`src/rtl/leaf_bridge_pkg.sv`:
```
// Shared types and constants for the leaf_user_bridge slice: start-sequencer
// states, FIFO pointer-width helper and statistics counter width.
package leaf_bridge_pkg;

  localparam int unsigned STAT_BITS = 32;

  typedef enum logic {
    SEQ_WAIT,
    SEQ_RUN
  } seq_state_t;

  // Pointer carries one extra wrap bit so full and empty can be told apart.
  function automatic int unsigned ptr_bits(input int unsigned depth);
    return $clog2(depth) + 1;
  endfunction

endpackage

```
`src/rtl/leaf_bridge_fifo.sv`:
```
// Single-clock first-word-fall-through FIFO with a registered write-side ready
// and read data forced to zero while empty.
module leaf_bridge_fifo
  import leaf_bridge_pkg::*;
#(
  parameter int unsigned PAYLOAD_BITS = 32,
  parameter int unsigned FIFO_DEPTH   = 4
) (
  input  logic                    clk,
  input  logic                    reset_n,
  input  logic                    i_wr_valid,
  input  logic [PAYLOAD_BITS-1:0] i_wr_data,
  output logic                    o_wr_ready,
  output logic                    o_rd_valid,
  output logic [PAYLOAD_BITS-1:0] o_rd_data,
  input  logic                    i_rd_ready
);

  localparam int unsigned PW = ptr_bits(FIFO_DEPTH);
  localparam int unsigned AW = PW - 1;

  logic [PAYLOAD_BITS-1:0] r_mem [FIFO_DEPTH];
  logic [PW-1:0]           r_wr_ptr;
  logic [PW-1:0]           r_rd_ptr;
  logic                    r_wr_rdy;
  logic [PW-1:0]           w_wr_ptr_nxt;
  logic [PW-1:0]           w_rd_ptr_nxt;
  logic                    w_empty;
  logic                    w_push;
  logic                    w_pop;
  logic                    w_full_nxt;

  assign w_empty      = (r_wr_ptr == r_rd_ptr);
  assign w_push       = i_wr_valid & r_wr_rdy;
  assign w_pop        = i_rd_ready & ~w_empty;
  assign w_wr_ptr_nxt = r_wr_ptr + PW'(w_push);
  assign w_rd_ptr_nxt = r_rd_ptr + PW'(w_pop);
  assign w_full_nxt   = ((w_wr_ptr_nxt ^ w_rd_ptr_nxt) == {1'b1, {AW{1'b0}}});

  // Ready is precomputed from the next pointer state, so it stays low during
  // reset and a pop out of full only re-opens the write side one cycle later.
  always_ff @(posedge clk or negedge reset_n) begin
    if (!reset_n) begin
      r_wr_ptr <= '0;
      r_rd_ptr <= '0;
      r_wr_rdy <= 1'b0;
    end else begin
      r_wr_ptr <= w_wr_ptr_nxt;
      r_rd_ptr <= w_rd_ptr_nxt;
      r_wr_rdy <= ~w_full_nxt;
    end
  end

  always_ff @(posedge clk) begin
    if (w_push) begin
      r_mem[r_wr_ptr[AW-1:0]] <= i_wr_data;
    end
  end

  assign o_wr_ready = r_wr_rdy;
  assign o_rd_valid = ~w_empty;
  assign o_rd_data  = w_empty ? '0 : r_mem[r_rd_ptr[AW-1:0]];

endmodule

```
`src/rtl/leaf_user_bridge.sv`:
```
// Elastic bridge between leaf_interface user ports and an AXI-Stream HLS kernel,
// with a post-reset ap_start sequencer. Optional counters: LEAF_BRIDGE_STATS_EN.
module leaf_user_bridge
  import leaf_bridge_pkg::*;
#(
  parameter int unsigned PAYLOAD_BITS  = 32,
  parameter int unsigned NUM_IN_PORTS  = 1,
  parameter int unsigned NUM_OUT_PORTS = 1,
  parameter int unsigned FIFO_DEPTH    = 4,
  parameter int unsigned START_DELAY   = 8
) (
  input  logic                                   clk,
  input  logic                                   reset_n,
  input  logic [NUM_IN_PORTS*PAYLOAD_BITS-1:0]   dout_leaf_interface2user,
  input  logic [NUM_IN_PORTS-1:0]                vld_interface2user,
  output logic [NUM_IN_PORTS-1:0]                ack_user2interface,
  output logic [NUM_OUT_PORTS*PAYLOAD_BITS-1:0]  din_leaf_user2interface,
  output logic [NUM_OUT_PORTS-1:0]               vld_user2interface,
  input  logic [NUM_OUT_PORTS-1:0]               ack_interface2user,
  output logic [NUM_IN_PORTS*PAYLOAD_BITS-1:0]   in_tdata,
  output logic [NUM_IN_PORTS-1:0]                in_tvalid,
  input  logic [NUM_IN_PORTS-1:0]                in_tready,
  input  logic [NUM_OUT_PORTS*PAYLOAD_BITS-1:0]  out_tdata,
  input  logic [NUM_OUT_PORTS-1:0]               out_tvalid,
  output logic [NUM_OUT_PORTS-1:0]               out_tready,
  output logic                                   ap_start,
  input  logic                                   clr_stats
`ifdef LEAF_BRIDGE_STATS_EN
  ,
  output logic [STAT_BITS*NUM_IN_PORTS-1:0]      stat_in_cnt,
  output logic [STAT_BITS*NUM_OUT_PORTS-1:0]     stat_out_cnt
`endif
);

  seq_state_t r_state;
  logic [7:0] r_dly_cnt;
  logic       r_ap_start;

  always_ff @(posedge clk or negedge reset_n) begin
    if (!reset_n) begin
      r_state    <= SEQ_WAIT;
      r_dly_cnt  <= '0;
      r_ap_start <= 1'b0;
    end else begin
      case (r_state)
        SEQ_WAIT: begin
          if (r_dly_cnt == 8'(START_DELAY)) begin
            r_state    <= SEQ_RUN;
            r_ap_start <= 1'b1;
          end else begin
            r_dly_cnt <= r_dly_cnt + 8'd1;
          end
        end
        SEQ_RUN: r_ap_start <= 1'b1;
        default: r_state <= SEQ_WAIT;
      endcase
    end
  end

  assign ap_start = r_ap_start;

  // Input channels only accept words once the kernel has been started.
  for (genvar gi = 0; gi < NUM_IN_PORTS; gi++) begin : g_in
    logic w_wr_vld;
    logic w_wr_rdy;

    assign w_wr_vld = vld_interface2user[gi] & r_ap_start;
    assign ack_user2interface[gi] = w_wr_rdy & r_ap_start;

    leaf_bridge_fifo #(
      .PAYLOAD_BITS(PAYLOAD_BITS),
      .FIFO_DEPTH  (FIFO_DEPTH)
    ) u_fifo (
      .clk       (clk),
      .reset_n   (reset_n),
      .i_wr_valid(w_wr_vld),
      .i_wr_data (dout_leaf_interface2user[gi*PAYLOAD_BITS +: PAYLOAD_BITS]),
      .o_wr_ready(w_wr_rdy),
      .o_rd_valid(in_tvalid[gi]),
      .o_rd_data (in_tdata[gi*PAYLOAD_BITS +: PAYLOAD_BITS]),
      .i_rd_ready(in_tready[gi])
    );
  end

  for (genvar go = 0; go < NUM_OUT_PORTS; go++) begin : g_out
    leaf_bridge_fifo #(
      .PAYLOAD_BITS(PAYLOAD_BITS),
      .FIFO_DEPTH  (FIFO_DEPTH)
    ) u_fifo (
      .clk       (clk),
      .reset_n   (reset_n),
      .i_wr_valid(out_tvalid[go]),
      .i_wr_data (out_tdata[go*PAYLOAD_BITS +: PAYLOAD_BITS]),
      .o_wr_ready(out_tready[go]),
      .o_rd_valid(vld_user2interface[go]),
      .o_rd_data (din_leaf_user2interface[go*PAYLOAD_BITS +: PAYLOAD_BITS]),
      .i_rd_ready(ack_interface2user[go])
    );
  end

`ifdef LEAF_BRIDGE_STATS_EN
  logic [NUM_IN_PORTS-1:0][STAT_BITS-1:0]  r_stat_in;
  logic [NUM_OUT_PORTS-1:0][STAT_BITS-1:0] r_stat_out;
  logic [NUM_IN_PORTS-1:0]                 w_in_xfer;
  logic [NUM_OUT_PORTS-1:0]                w_out_xfer;

  assign w_in_xfer  = vld_interface2user & ack_user2interface;
  assign w_out_xfer = vld_user2interface & ack_interface2user;

  // Clear takes priority over a coincident transfer.
  always_ff @(posedge clk or negedge reset_n) begin
    if (!reset_n) begin
      r_stat_in  <= '0;
      r_stat_out <= '0;
    end else begin
      for (int unsigned i = 0; i < NUM_IN_PORTS; i++) begin
        if (clr_stats) begin
          r_stat_in[i] <= '0;
        end else if (w_in_xfer[i]) begin
          r_stat_in[i] <= r_stat_in[i] + STAT_BITS'(1);
        end
      end
      for (int unsigned j = 0; j < NUM_OUT_PORTS; j++) begin
        if (clr_stats) begin
          r_stat_out[j] <= '0;
        end else if (w_out_xfer[j]) begin
          r_stat_out[j] <= r_stat_out[j] + STAT_BITS'(1);
        end
      end
    end
  end

  assign stat_in_cnt  = r_stat_in;
  assign stat_out_cnt = r_stat_out;
`else
  logic w_unused_clr;
  assign w_unused_clr = clr_stats;
`endif

endmodule

```
`config.mk`:
```
export PLATFORM = sky130hd
export DESIGN_NAME = leaf_user_bridge
export DESIGN_NICKNAME = d
export VERILOG_FILES = /design/src/rtl/leaf_bridge_pkg.sv /design/src/rtl/leaf_bridge_fifo.sv /design/src/rtl/leaf_user_bridge.sv
export SDC_FILE = /design/constraint.sdc
export NUM_CORES = 1
export LEC_CHECK = 0
export BUFFER_PORTS_ARGS = -buffer_cell sky130_fd_sc_hd__buf_2
export CORE_UTILIZATION = 30
export CTS_CLUSTER_SIZE = 20
export DETAILED_ROUTE_END_ITERATION = 10
export GPL_ROUTABILITY_DRIVEN = 0
export GPL_TIMING_DRIVEN = 0
export PLACE_DENSITY = 0.56
export SLEW_MARGIN = 20
export SYNTH_ARGS = -nofsm -noshare
export SYNTH_HDL_FRONTEND = slang
export SYNTH_SLANG_ARGS = --single-unit
```
`constraint.sdc`:
```
create_clock -name clk -period 3.5 [get_ports clk]
set_clock_uncertainty 0.2 [all_clocks]
set_input_delay 0.35 -clock clk [delete_from_list [all_inputs] [get_ports clk]]
set_output_delay 0.35 -clock clk [all_outputs]
set_load 0.1 [all_outputs]
```
==> results.toml <==
[die]
rows = 69
coreArea_um2 = 35900
die_h_um = 194
dieArea_um2 = 37600
die_w_um = 194
initial_core_util_pct = 30.8
ios = 140

[synth]
synth_edf_count = 256
syn-num-nets = 585
syn_area_um2 = 11100
yosys_warnings = 0
synthArstFlopShare_pct = 8.57
synthFlopType = "edfxtp_1"
ys_types = 30
synth_top_family_by_area = "multiplexers"
yosysMostFrequentCell = "edfxtp_1"
yosys.area_share.simple_pct = 5.49
synth_cells = 504
yosysSeqAreaShare_pct = 74.9
synth_xor_xnor_area_share_pct = 1.74
synth_mux_area_share_pct = 14.8
synthTopCellsByArea = "edfxtp_1 (70%), mux4_1 (11%), dfrtp_1 (5.4%)"
synth-compound-area-share_pct = 0.0905
syn_avg_cell_area_um2 = 21.9
ys_ff_latch = 280
ys_top_cells_by_count = "edfxtp_1 (256), nor2b_1 (66), mux4_1 (47), dfrtp_1 (24)"
netlist.area_leader.share_pct = 69.5
yosysTopAreaCell = "edfxtp_1"
synth_adder_area_share_pct = 1.13

[critical_path]
end_kind = "output pin"
path_class = "flop to output pin"
cp_common_cell = "buf_2"
r2r_start = "g_in[0].u_fifo.r_wr_ptr[0]"
crit_fanout = 10
cpPeakStageDelay_ns = 0.39
cp.arrival_ns = 2.43
cp_slowest_cell = "dfrtp_1"
startpoint = "g_out[0].u_fifo.r_rd_ptr[0]"
cp.required_ns = 2.95
rrSetupSlack_ns = 0.63
worstPathCellList = "buf_6 > xor2_1 > nor3_4 > buf_2 > nor2b_1 > buf_2"
r2r-end = "g_in[0].u_fifo.o_wr_ready"
critPathLaunchType = "flop"
reg2reg_depth = 9

[clocking]
cts_tree = "done"
postCtsSetupRepairBufs = 0
h-tree-depth = 1
cts_max_path_buffers = 3
cts.root.buffer_cell = "clkbuf_16"
clk_pin_slew_ns = 0.06
numCtsBuffers = 30
clk_latency_ns = 0.56
cts.sinks = 280

[global_route]
overflow = 0
grt_start_max_net_pins = 25
grt_pass1_wl_um = 34200
first_global_vias = 6018
grtUsageTotal_pct = 11.7
antenna_found_initial = 2

[drt]
drt_iter0_drc = 196
highest_layer = "met5"
wl_met3_um = 1540
wl_met2_um = 10400
vias = 5540
vias_per_cell = 4.46
wire_per_inst_um = 17.6
ant_nets = 0
drc = 0
drt_first_pass_iters = 5
wirelength_um = 21900
met1_length_um = 9490

[timing]
setup_viol = 0
worst_slack_ns = 0.519
period_share_pct = 85.2
relSlewSlack_pct = 51.5
max_freq_mhz = 335
slew_violations = 0
hold_violations = 0
fin_crit_ns = 2.98
rsz0062_at_grt = "no"
worstMarginPinSlew_ns = 0.725

[placement]
dp_hpwl_um = 14700
portBuffers = 138
dp_slack_ns = 0.567

[hold_path]
hp-class = "primary input to flop"
min_to = "g_out[0].u_fifo.r_rd_ptr[0]"
worstHoldStart = "ack_interface2user"
hold_depth = 3

[cells_and_area]
drive_above_1_share_pct = 32.3
syn2layout_area_growth_pct = 28.8
nNetsFinal = 840
nFillCells = 3276
register_area_um2 = 8290
multiInputGateArea_um2 = 2620

[status]
status = "finished clean"

[run]
maxCapViolations = 0
==> cell families after synthesis <==
| group | count (synthesis) |
|---|---|
| xor gates and xnor gates | 22 |
| adders and majority gates | 10 |
| buffers and inverters | 29 |
| DFF | 280 |
| muxes | 66 |
| AOI/OAI and AO/OA | 2 |
| and+or+nand+nor | 95 |
==> registers in the layout, summed over array words and instances (netlist names) <==
signal and cells:
g_in.u_fifo.r_mem 128, g_out.u_fifo.r_mem 128, r_dly_cnt 8, g_in.u_fifo.r_rd_ptr 3, g_in.u_fifo.r_wr_ptr 3, g_out.u_fifo.r_rd_ptr 3
g_out.u_fifo.r_wr_ptr 3, ap_start 1, g_in.u_fifo.o_wr_ready 1, g_out.u_fifo.o_wr_ready 1, r_state 1
==> repair_timing <==
action / in CTS / in global routing
resized for setup: 0 / 0
hold endpoints to repair: 281 / 0
hold buffers: 66 / 0
==> metal layers <==
metal  global-route usage [%]  vias up
li1                         -     2571
met1                     14.7     2776
met2                     19.3      153
met3                     3.83       38
met4                     2.97        2
met5                        0        -
==> cells in the final DEF, fill, tap and decap left out, types with 3 or more instances in the layout <==
cell / synthesis / routed
inv_1: 5 / 5
nand2_1: 4 / 4
nand4b_1: 3 / 3
edfxtp_1: 256 / 256
mux4_2: 17 / 17
clkinv_1: 0 / 6
clkbuf_16: 0 / 31
buf_2: 12 / 150
clkbuf_1: 1 / 5
clkbuf_8: 0 / 4
buf_16: 0 / 3
buf_12: 1 / 3
xnor2_1: 5 / 5
dfrtp_1: 24 / 24
buf_6: 7 / 12
ha_1: 10 / 10
mux4_1: 47 / 47
xor2_1: 17 / 17
dlygate4sd3_1: 0 / 66
nor2_1: 5 / 3
nor2b_1: 66 / 66
buf_4: 0 / 9
clkinv_2: 0 / 3
==> stage by stage <==
stage | TNS (ns) | utilization (%) | cell area [um2] | instances | hold WS (ns)
floorplan | -65.23 | - | 11100 | 504 | -0.146
global placement | -259.43 | 34.3 | 12300 | 1103 | 0.184
detailed placement | 0 | 35.1 | 12600 | 1122 | 0.189
CTS | 0 | 39.7 | 14200 | 1241 | 0.00248
global route | 0 | 39.7 | 14200 | 1242 | 0.0570
finish | 0 | 39.7 | 14200 | 1242 | 0.0284
==> worst max-delay path, delay by kind of cell, from the launching register on <==
kind                      cells  cell delay, ns
xor gates and xnor gates      1            0.18
and+or+nand+nor               2            0.51
buffers and inverters         3            0.80
DFF                           1            0.39
==> how the worst max path moves through the flow <==
| stage | endpoint | slack (ns) | depth (start not counted) |
|---|---|---|---|
| after detailed placement | g_in[0].u_fifo.o_wr_ready | 0.57 | 9 |
| after global routing | din_leaf_user2interface[18] | 0.38 | 6 |
| after floorplan | g_out[0].u_fifo.r_mem[1][0] | -0.75 | 2 |
| final | din_leaf_user2interface[18] | 0.52 | 6 |
| after CTS | in_tdata[3] | 0.41 | 6 |
| after global placement | g_out[0].u_fifo.r_mem[1][21] | -2.30 | 3 |
==> layout make-up <==
type	instances	area share, %
diodes	1	0.0176
plain buffers	23	1.21
clock buffers	39	5.94
clock inverters	14	0.852
inverters	6	0.158
multi-input cells	195	18.4
flip-flops and latches	280	58.2
well taps	461	4.05
repair buffers	223	11.2
Power is left out: the tool's default activity adds up to more than one toggle a clock period on the data nets, which glitch-free logic cannot reach.
